### config.mk
export PLATFORM = sky130hd
export DESIGN_NAME = regfile_sb
export DESIGN_NICKNAME = d
export VERILOG_FILES = /design/src/rtl/regfile_pkg.sv /design/src/rtl/regfile_scoreboard.sv /design/src/rtl/regfile_sb.sv
export SDC_FILE = /design/constraint.sdc
export NUM_CORES = 1
export LEC_CHECK = 0
export ABC_CLOCK_PERIOD_IN_PS = 5600
export CAP_MARGIN = 30
export CORE_MARGIN = 4
export CORE_UTILIZATION = 50
export CTS_CLUSTER_SIZE = 8
export DETAILED_ROUTE_END_ITERATION = 8
export DONT_BUFFER_PORTS = 1
export SLEW_MARGIN = 20
export SYNTH_ARGS = -nofsm -noshare
export SYNTH_HDL_FRONTEND = slang
export SYNTH_HIERARCHICAL = 1
export SYNTH_SLANG_ARGS = --single-unit
### constraint.sdc
create_clock -name clk -period 5.6 [get_ports clk]
set_clock_uncertainty 0.1 [all_clocks]
set_input_delay 0.84 -clock clk [delete_from_list [all_inputs] [get_ports clk]]
set_output_delay 0.84 -clock clk [all_outputs]
set_load 0.005 [all_outputs]
### src/rtl/regfile_pkg.sv
// Shared sizing defaults and constants for the load-scoreboarded register file.
// Latency: n/a (constants only); backpressure: n/a.
package regfile_pkg;

    localparam int DEFAULT_DATA_W = 16;
    localparam int DEFAULT_ADDR_W = 4;
    localparam int NUM_REGS       = 2 ** DEFAULT_ADDR_W;
    localparam int ZERO_ADDR      = 0;

endpackage

### src/rtl/regfile_scoreboard.sv
// Per-register busy bits for outstanding loads; allocation beats a same-cycle clear.
// Latency: set/clear visible one cycle after the edge; backpressure: none, always accepts.
module regfile_scoreboard
    import regfile_pkg::*;
#(
    parameter int ADDR_W   = DEFAULT_ADDR_W,
    parameter bit ZERO_REG = 1'b1
) (
    input  logic                   clk,
    input  logic                   rst_n,
    input  logic                   alloc,
    input  logic [ADDR_W-1:0]      alloc_addr,
    input  logic                   clr,
    input  logic [ADDR_W-1:0]      clr_addr,
    output logic [2**ADDR_W-1:0]   busy
);

    localparam int REGS = 2 ** ADDR_W;

    always_ff @(posedge clk or negedge rst_n) begin
        if (!rst_n) begin
            busy <= '0;
        end else begin
            for (int i = 0; i < REGS; i++) begin
                if (ZERO_REG && i == ZERO_ADDR) begin
                    busy[i] <= 1'b0;
                end else if (alloc && alloc_addr == ADDR_W'(i)) begin
                    // a fresh load is outstanding even if the old one returns now
                    busy[i] <= 1'b1;
                end else if (clr && clr_addr == ADDR_W'(i)) begin
                    busy[i] <= 1'b0;
                end
            end
        end
    end

endmodule

### src/rtl/regfile_sb.sv
// Register file with ALU and load writeback ports, write-to-read bypass and load busy bits.
// Latency: writes land at the next edge, reads bypass same-cycle; load port stalls only on an ALU same-address write.
module regfile_sb
    import regfile_pkg::*;
#(
    parameter int DATA_W   = DEFAULT_DATA_W,
    parameter int ADDR_W   = DEFAULT_ADDR_W,
    parameter bit ZERO_REG = 1'b1
) (
    input  logic              clk,
    input  logic              rst_n,
    input  logic [ADDR_W-1:0] add_Rs,
    output logic [DATA_W-1:0] out_Rs,
    output logic              busy_Rs,
    input  logic [ADDR_W-1:0] add_Rt,
    output logic [DATA_W-1:0] out_Rt,
    output logic              busy_Rt,
    input  logic              regwr,
    input  logic [ADDR_W-1:0] add_Rd,
    input  logic [DATA_W-1:0] data_wr,
    input  logic              ld_alloc,
    input  logic [ADDR_W-1:0] ld_alloc_addr,
    input  logic              ld_valid,
    output logic              ld_ready,
    input  logic [ADDR_W-1:0] ld_addr,
    input  logic [DATA_W-1:0] ld_data
);

    localparam int REGS = 2 ** ADDR_W;
    localparam logic [ADDR_W-1:0] ZADDR = ADDR_W'(ZERO_ADDR);

    logic [DATA_W-1:0] regs [REGS];
    logic [REGS-1:0]   busy;
    logic              alu_fire;
    logic              ld_fire;

    assign alu_fire = regwr && !(ZERO_REG && add_Rd == ZADDR);
    assign ld_ready = !(alu_fire && add_Rd == ld_addr);
    assign ld_fire  = ld_valid && ld_ready;

    always_ff @(posedge clk or negedge rst_n) begin
        if (!rst_n) begin
            for (int i = 0; i < REGS; i++) begin
                regs[i] <= '0;
            end
        end else begin
            for (int i = 0; i < REGS; i++) begin
                if (ZERO_REG && i == ZERO_ADDR) begin
                    regs[i] <= '0;
                end else if (alu_fire && add_Rd == ADDR_W'(i)) begin
                    regs[i] <= data_wr;
                end else if (ld_fire && ld_addr == ADDR_W'(i)) begin
                    regs[i] <= ld_data;
                end
            end
        end
    end

    regfile_scoreboard #(
        .ADDR_W   (ADDR_W),
        .ZERO_REG (ZERO_REG)
    ) u_scoreboard (
        .clk        (clk),
        .rst_n      (rst_n),
        .alloc      (ld_alloc),
        .alloc_addr (ld_alloc_addr),
        .clr        (ld_fire),
        .clr_addr   (ld_addr),
        .busy       (busy)
    );

    assign out_Rs = (ZERO_REG && add_Rs == ZADDR)  ? '0      :
                    (alu_fire && add_Rd == add_Rs) ? data_wr :
                    (ld_fire && ld_addr == add_Rs) ? ld_data :
                                                     regs[add_Rs];

    assign out_Rt = (ZERO_REG && add_Rt == ZADDR)  ? '0      :
                    (alu_fire && add_Rd == add_Rt) ? data_wr :
                    (ld_fire && ld_addr == add_Rt) ? ld_data :
                                                     regs[add_Rt];

    // a load returning this cycle already supplies its data through the bypass
    assign busy_Rs = busy[add_Rs] && !(ld_fire && ld_addr == add_Rs);
    assign busy_Rt = busy[add_Rt] && !(ld_fire && ld_addr == add_Rt);

endmodule

==> impl_metrics.json, run 1 <==
{
  "clk_latency_ns": 0.52,
  "yosysTopAreaCellShare_pct": 34.6,
  "crit_fanout": 13,
  "synth_cell_types": 55,
  "io_buffers": 0,
  "dp_slack_ns": 1.59,
  "syn_area_per_cell_sq_um": 12.5,
  "cts.clk_slew.worst_paths_ns": 0.05,
  "peakVddDrop_uv": 159,
  "htreeDepth": 2,
  "worstPathRequired_ns": 4.66,
  "outcome": "complete, but fails checks",
  "dpl.hpwl_microns": 35900,
  "final_area_sq_um": 19600,
  "ant_nets": 0,
  "arrival_ns": 3.04,
  "post-cts-setup-buffers": 0,
  "rsz0062_at_grt": "no",
  "via_count": 12900,
  "min_period_over_period_pct": 71.1,
  "ctsRootBufferMaster": "clkbuf_16",
  "setup_violations": 0,
  "path_cells": "o41ai_4 -> o211ai_1 -> nor3_2 -> a221o_1",
  "antenna_found_initial": 0,
  "ios": 92,
  "gp_congestion": 0.946,
  "ys.flop_type": "dfrtp_1",
  "synth-edff-count": 0,
  "drv_slew": 0,
  "post_drt_wl_per_cell_microns": 32.1,
  "worstSetupPathType": "in -> out",
  "hold_violations": 77,
  "drc_errors": 0,
  "final_nets": 1451,
  "grt_pass1_vias": 12700,
  "num_rows": 70,
  "cp-start-kind": "input port",
  "cts_buffers": 37,
  "worst_pin_slew_ns": 0.993,
  "syn_area_sq_um": 18500,
  "clock.fmax_mhz": 251,
  "period_needed_ns": 3.98,
  "synth_cells": 1478,
  "drv_cap": 0,
  "nFillCells": 3058,
  "setup_ws_ns": 1.62,
  "drive_gt1_share_pct": 49.3,
  "p_total_mw": 6.52,
  "yosysMostFrequentCell": "mux2_2",
  "via_per_inst": 6.91,
  "die_width_microns": 200,
  "hold_class": "in -> async",
  "die_h_microns": 200,
  "wl_microns": 59900,
  "multiInputGateArea_sq_um": 11200,
  "cts_resized": 0,
  "cts_sinks": 255,
  "detail_route.iter0.violations": 1419,
  "path_buf_inv": 0,
  "synth.area.top_cells": "dfrtp_1 (35%), mux2_2 (23%), mux4_2 (14%)",
  "yosysWarnings": 6,
  "ys_seq_area_share_pct": 34.6,
  "num_antenna_cells": 0,
  "worstSetupEndpointType": "primary output",
  "syn2layout_area_growth_pct": 6.07,
  "start_util_pct": 50.5,
  "p_leak_nw": 7.64,
  "clockBufferDepth": 3,
  "whs_ns": -0.0839,
  "first_pass_iters": 5,
  "violations": "hold timing",
  "synth_fp_nets": 1535,
  "async_flop_share_pct": 100,
  "netlist.top_cell.by_area": "dfrtp_1",
  "setup-tns-final_ns": 0,
  "path_delay_family": "compound AO/OA/AOI/OAI gates",
  "relSlewSlack_pct": 33.5,
  "cp_slowest_cell": "nor3_2",
  "dieArea_sq_um": 40000,
  "cts_tree": "done",
  "critPathMaxStageDelay_ns": 0.93,
  "gr-total-overflow": 0,
  "regArea_sq_um": 6380,
  "synth_commonest_cells": "mux2_2 (370), dfrtp_1 (255), mux4_2 (111)",
  "powerDensity_nw_per_um2": 333,
  "core_sq_um": 36500,
  "grt_pass1_wl_microns": 88000,
  "grt_max_degree": 256,
  "ys_ff_latch": 255,
  "track_usage_pct": 29.0,
  "place_area_sq_um": 18600
}
metrics by stage:
step	hold WS (ns)	cells	utilization, %
floorplan	0.368	1478	-
global placement	0.401	1819	50.7
detailed placement	0.410	1821	50.8
CTS	-0.0975	1862	53.5
global route	-0.0998	1864	53.6
finish	-0.0839	1864	53.6
per-layer routing:
layer | GRT usage (%) | wire, microns
met4 | 11.0 | 2590
met3 | 6.23 | 4290
met5 | 0 | 0
met1 | 40.7 | 25600
met2 | 44.6 | 27400
path summary, 6_finish.rpt:
check	startpoint	to	slack, ns	cells after the start
max reg2reg	regs[214]	regs[214]	4.69	1
max	add_Rd[3]	out_Rt[2]	1.62	4
min reg2reg	regs[29]	regs[29]	0.42	1
max in group asynchronous	rst_n	regs[88]	4.94	0
min	rst_n	u_scoreboard/busy[3]	-0.08	0
min in group clk	ld_alloc_addr[0]	u_scoreboard/busy[2]	0.31	1
cells by family after synthesis:
kind of cell              share of synthesized area (%)
buffers and inverters                              4.71
AOI/OAI and AO/OA                                  9.79
xor gates and xnor gates                          0.949
muxes                                              44.2
other                                            0.0203
and+or+nand+nor                                    5.75
DFF                                                34.6
cell usage in the layout (no fill, tap or decap), drive strengths merged, types with 12 or more instances in the layout:
cell type / n
mux2i: 14
nand2: 99
a21oi: 20
clkbuf: 40
dfrtp: 255
inv: 19
buf: 38
o21ai: 99
xor2: 16
a211oi: 13
nor2: 24
nor2b: 18
nor3: 12
nand2b: 13
mux2: 460
mux4: 111
a221oi: 23
report_power, final:
part | switching, mW | internal [mW] | total (mW) | leakage [nW]
Combinational | 0.585 | 1.13 | 1.72 | 4.10
Sequential | 0.400 | 2.35 | 2.75 | 3.06
Clock | 0.831 | 1.22 | 2.05 | 0.486
sequential cells by signal, indices dropped and copies added (netlist names):
register,flops
regs,240
u_scoreboard/busy,15
cell type report:
cell class / count / share of cell area (%)
clock buffers: 40 / 5.00
clock inverters: 1 / 0.0447
multi-input cells: 1044 / 57.4
repair buffers: 38 / 1.60
well taps: 468 / 2.99
inverters: 18 / 0.345
flip-flops and latches: 255 / 32.6
Note: power is estimated with default switching activity, not from simulation.
==> inputs of run 2 (changes only) <==
--- a/config.mk
+++ b/config.mk
@@ -5,13 +5,14 @@
 export SDC_FILE = /design/constraint.sdc
 export NUM_CORES = 1
 export LEC_CHECK = 0
-export ABC_CLOCK_PERIOD_IN_PS = 5600
+export ABC_CLOCK_PERIOD_IN_PS = 3550
 export CAP_MARGIN = 30
 export CORE_MARGIN = 4
 export CORE_UTILIZATION = 50
 export CTS_CLUSTER_SIZE = 8
 export DETAILED_ROUTE_END_ITERATION = 8
 export DONT_BUFFER_PORTS = 1
+export PLACE_DENSITY = 0.68
 export SLEW_MARGIN = 20
 export SYNTH_ARGS = -nofsm -noshare
 export SYNTH_HDL_FRONTEND = slang
==> constraint.sdc (replaced) <==
create_clock -name clk -period 3.55 [get_ports clk]
set_clock_uncertainty 0.1 [all_clocks]
set_input_delay 0.5325 -clock clk [delete_from_list [all_inputs] [get_ports clk]]
set_output_delay 0.5325 -clock clk [all_outputs]
set_load 0.005 [all_outputs]
==> run 2 against run 1 <==
Compared with the run above:
- the flow still finishes with violations (hold timing)
- final cell count grew 1.2%
- non-clock buffer count grew 23
- count of clock-buffer cells in the layout is the same
- first-iteration DRC count grew 0.35%
- highest routed layer unchanged
==> impl_metrics.json, run 2 (same netlist as run 1, synthesis figures left out) <==
{
  "outcome": "complete, but fails checks",
  "violations": "hold timing",
  "via_count": 13200,
  "clock.fmax_mhz": 317,
  "cp-start-kind": "flip-flop",
  "drc_errors": 0,
  "antenna_found_initial": 0,
  "largest_register_ffs": 240,
  "num_rows": 70,
  "wl_microns": 58900,
  "p_leak_nw": 7.76,
  "top_regs": "regs (240), u_scoreboard/busy (15)",
  "p_switching_mw": 2.84,
  "hold_violations": 255,
  "core_sq_um": 36500,
  "cts_buffers": 37,
  "sw_frac_of_total_pct": 27.7,
  "powerDensity_nw_per_um2": 521,
  "relSlewSlack_pct": 49.7,
  "whs_ns": -0.378,
  "die_width_microns": 200,
  "cts_tree": "done",
  "hold_class": "in -> async",
  "final_nets": 1474,
  "seqPwrFrac_pct": 42.4,
  "io_buffers": 0,
  "detail_route.iter0.violations": 1424,
  "p_int_mw": 7.44,
  "ios": 92,
  "critPathMaxStageDelay_ns": 0.50,
  "largest_register": "regs",
  "dpl.hpwl_microns": 35600,
  "ant_nets": 0,
  "grt_max_degree": 256,
  "worstPathRequired_ns": 2.92,
  "cts.clk_slew.worst_paths_ns": 0.05,
  "ctsHoldBuffers": 1,
  "peakVddDrop_uv": 247,
  "multiInputGateArea_sq_um": 11200,
  "syn2layout_area_growth_pct": 6.96,
  "num_antenna_cells": 0,
  "final_common_cell": "mux2_2",
  "p_clk_share_pct": 31.2,
  "drv_cap": 0,
  "power.share.combinational_pct": 26.4,
  "crit_fanout": 3,
  "first_pass_iters": 5,
  "start_util_pct": 50.5,
  "via_per_inst": 7.01,
  "period_needed_ns": 3.15,
  "die_h_microns": 200,
  "ctsRootBufferMaster": "clkbuf_16",
  "arrival_ns": 2.52,
  "gp_congestion": 0.952,
  "track_usage_pct": 28.7,
  "setup-tns-final_ns": 0,
  "worstSetupPathType": "reg -> out",
  "clockBufferDepth": 3,
  "rsz0062_at_grt": "no",
  "dp_slack_ns": 0.358,
  "drv_slew": 0,
  "setup_violations": 0,
  "grt_pass1_vias": 13300,
  "worstSetupEndpointType": "primary output",
  "grt_pass1_wl_microns": 88700,
  "worst_pin_slew_ns": 0.755,
  "gr-total-overflow": 0,
  "cts_sinks": 255,
  "cpMostUsedCell": "mux4_2",
  "post-cts-setup-buffers": 0,
  "dieArea_sq_um": 40000,
  "path_cells": "mux4_2 -> mux4_2 -> a32oi_1 -> o21ai_0 -> buf_4",
  "final_cell_mix": "mux2_2 (370), dfrtp_1 (255), mux4_2 (111)",
  "drive_gt1_share_pct": 50.0,
  "cp_slowest_cell": "mux4_2",
  "nFillCells": 2973,
  "setup_ws_ns": 0.400,
  "regArea_sq_um": 6380,
  "min_period_over_period_pct": 88.7,
  "htreeDepth": 2,
  "post_drt_wl_per_cell_microns": 31.2,
  "cts_resized": 0,
  "clk_latency_ns": 0.52
}
## run 2: changes by cell type in the layout (fill, tap and decap cells not counted)
cell,before,now
buf_4,34,58
buf_2,1,0
buf_6,1,0
buf_8,1,0
clkbuf_2,0,1
dlygate4sd3_1,0,1
## run 2: worst max-delay path: cells and delay by family (launching register included)
family	cells	cell delay, ns
multiplexers	2	0.99
flip-flops	1	0.41
AO/OA/AOI/OAI	2	0.39
buffers and inverters	1	0.21
## run 2: power by group through the flow
stage | logic (mW) | clock network (mW) | registers (mW)
finish | 2.72 | 3.20 | 4.36
global route | 2.87 | 3.36 | 4.44
CTS | 2.70 | 3.24 | 4.33
detailed placement | 2.69 | 0 | 4.36
global placement | 2.63 | 0 | 4.31
floorplan | 2.39 | 0 | 4.12
## run 2: per-stage QoR
step / utilization [%] / instance area (sq um) / power (mW) / hold WS [ns] / std cells
floorplan: - / 18500 / 6.51 / 0.137 / 1478
global placement: 51.2 / 18700 / 6.94 / 0.152 / 1843
detailed placement: 51.2 / 18700 / 7.05 / 0.151 / 1843
CTS: 54.0 / 19700 / 10.3 / -0.402 / 1885
global route: 54.0 / 19700 / 10.7 / -0.402 / 1887
finish: 54.0 / 19700 / 10.3 / -0.378 / 1887
## run 2: routing by layer
metal  track usage (%)  part of all wire, %  vias up
li1                  -                    -     5490
met1              38.7                   40     6872
met2              44.1                   46      691
met3              6.83                  8.8      183
met4              13.7                  5.7        0
met5                 0                    0        -
## run 2: final timing paths
| kind | start | end | slack, ns | depth (start not counted) |
|---|---|---|---|---|
| max reg2reg | regs[142] | regs[142] | 2.64 | 1 |
| max | regs[142] | out_Rt[14] | 0.40 | 5 |
| min | rst_n | regs[130] | -0.38 | 0 |
| min in group clk | ld_alloc_addr[0] | u_scoreboard/busy[2] | 0.02 | 1 |
| max in group asynchronous | rst_n | regs[169] | 3.18 | 0 |
| min reg2reg | regs[188] | regs[188] | 0.43 | 1 |
## run 2: cell type report
type,count,share of cell area (%)
Clock inverter,1,0.0444
Timing Repair Buffer,61,2.42
Multi-Input combinational cell,1044,56.9
Inverter,18,0.342
Sequential cell,255,32.3
Tap cell,468,2.97
Clock buffer,40,4.96
==> inputs of run 3 (changes only) <==
--- a/config.mk
+++ b/config.mk
@@ -7,12 +7,13 @@
 export LEC_CHECK = 0
 export ABC_CLOCK_PERIOD_IN_PS = 3550
 export CAP_MARGIN = 30
-export CORE_MARGIN = 4
+export CORE_MARGIN = 1
 export CORE_UTILIZATION = 50
 export CTS_CLUSTER_SIZE = 8
 export DETAILED_ROUTE_END_ITERATION = 8
 export DONT_BUFFER_PORTS = 1
 export PLACE_DENSITY = 0.68
+export SETUP_SLACK_MARGIN = 0.02
 export SLEW_MARGIN = 20
 export SYNTH_ARGS = -nofsm -noshare
 export SYNTH_HDL_FRONTEND = slang
==> run 3 against run 2 <==
Compared with the run above:
- the run still ends with hold timing left
- global-route usage grew 2.8 points
- final area up 0.16%
- clock power about the same
- power rose by 0.17%
- largest power group unchanged
- highest routed layer unchanged
==> impl_metrics.json, run 3 (same netlist as run 1, synthesis figures left out) <==
{
  "outcome": "complete, but fails checks",
  "violations": "hold timing",
  "worstPathRequired_ns": 2.92,
  "drv_cap": 0,
  "critPathMaxStageDelay_ns": 0.56,
  "num_rows": 69,
  "hold_class": "in -> async",
  "worstSetupEndpointType": "primary output",
  "antenna_found_initial": 1,
  "num_antenna_cells": 0,
  "ctsHoldBuffers": 1,
  "worstSetupPathType": "reg -> out",
  "worst_pin_slew_ns": 0.898,
  "post_drt_wl_per_cell_microns": 31.2,
  "drc_errors": 0,
  "final_common_cell": "mux2_2",
  "core_sq_um": 35900,
  "final_nets": 1479,
  "hold_violations": 255,
  "largest_register_ffs": 240,
  "arrival_ns": 2.54,
  "cpMostUsedCell": "mux4_2",
  "cp-start-kind": "flip-flop",
  "path_cells": "mux4_2 -> mux4_2 -> a32oi_1 -> o21ai_0",
  "ctsRootBufferMaster": "clkbuf_16",
  "cts.clk_slew.worst_paths_ns": 0.05,
  "relSlewSlack_pct": 40.1,
  "start_util_pct": 51.4,
  "ios": 92,
  "path_buf_inv": 0,
  "dieArea_sq_um": 37700,
  "min_period_over_period_pct": 89.3,
  "setup_violations": 0,
  "place_area_sq_um": 18700,
  "syn2layout_area_growth_pct": 7.13,
  "cts_tree": "done",
  "path_delay_family": "multiplexers",
  "drv_slew": 0,
  "cts_buffers": 37,
  "cts_sinks": 255,
  "grt_max_degree": 256,
  "cp_slowest_cell": "mux4_2",
  "gr-total-overflow": 0,
  "via_per_inst": 7.07,
  "die_h_microns": 194,
  "largest_register": "regs",
  "crit_fanout": 3,
  "top_regs": "regs (240), u_scoreboard/busy (15)",
  "setup-tns-final_ns": 0,
  "whs_ns": -0.391,
  "clockBufferDepth": 3,
  "detail_route.iter0.violations": 1320,
  "dpl.hpwl_microns": 36000,
  "rsz0062_at_grt": "no",
  "post-cts-setup-buffers": 0,
  "peakVddDrop_uv": 310,
  "die_width_microns": 194,
  "drive_gt1_share_pct": 50.2,
  "via_count": 13300,
  "htreeDepth": 2,
  "first_pass_iters": 5,
  "p_leak_nw": 7.78,
  "grt_pass1_vias": 13300,
  "final_area_sq_um": 19800,
  "period_needed_ns": 3.17,
  "final_cell_mix": "mux2_2 (370), dfrtp_1 (255), mux4_2 (111)",
  "track_usage_pct": 31.5,
  "grt_pass1_wl_microns": 88900,
  "wl_microns": 58900,
  "ant_nets": 0,
  "io_buffers": 0,
  "powerDensity_nw_per_um2": 521,
  "gp_congestion": 0.932,
  "cts_resized": 0,
  "clk_latency_ns": 0.52,
  "clock.fmax_mhz": 315
}
[run 3: report_power, final]
part           leakage (nW)  switching (mW)  internal (mW)
logic                  4.24           0.909           1.80
registers              3.06           0.648           3.71
clock network         0.486            1.30           1.92
[run 3: path summary, 6_finish.rpt]
path                       cells past startpoint  slack, ns                  from                   end
setup / recovery                               4       0.38              regs[14]            out_Rt[14]
hold / removal                                 0      -0.39                 rst_n  u_scoreboard/busy[1]
setup reg to reg                               1       2.64             regs[139]             regs[139]
hold reg to reg                                2       0.42  u_scoreboard/busy[1]  u_scoreboard/busy[1]
max in group asynchronous                      0       3.00                 rst_n              regs[82]
min in group clk                               1       0.01      ld_alloc_addr[0]  u_scoreboard/busy[2]
[run 3: final cells by class]
type                    instances  area (sq um)
clock buffers                  40           980
multi-input cells            1044         11200
clock inverters                 1          8.76
well taps                     461           577
fillers                      2954         16100
inverters                      18          67.6
flip-flops and latches        255          6380
repair buffers                 66           518
[run 3: metal layers]
metal  GRT usage [%]  up-vias  share of wire (%)
li1                -     5473                  -
met1            41.4     7002                 40
met2            49.1      667                 46
met3            7.65      183                9.0
met4            14.6        0                5.1
met5               0        -                  0
[run 3: per-stage QoR]
step	instances	total power [mW]	setup WS, ns	util [%]
6_report	1885	10.3	0.379	55.0
5_1_grt	1885	10.7	0.309	55.0
4_1_cts	1883	10.3	0.353	55.0
3_5_place_dp	1841	7.04	0.399	52.2
3_3_place_gp	1841	6.93	0.453	52.2
2_1_floorplan	1478	6.51	0.543	-
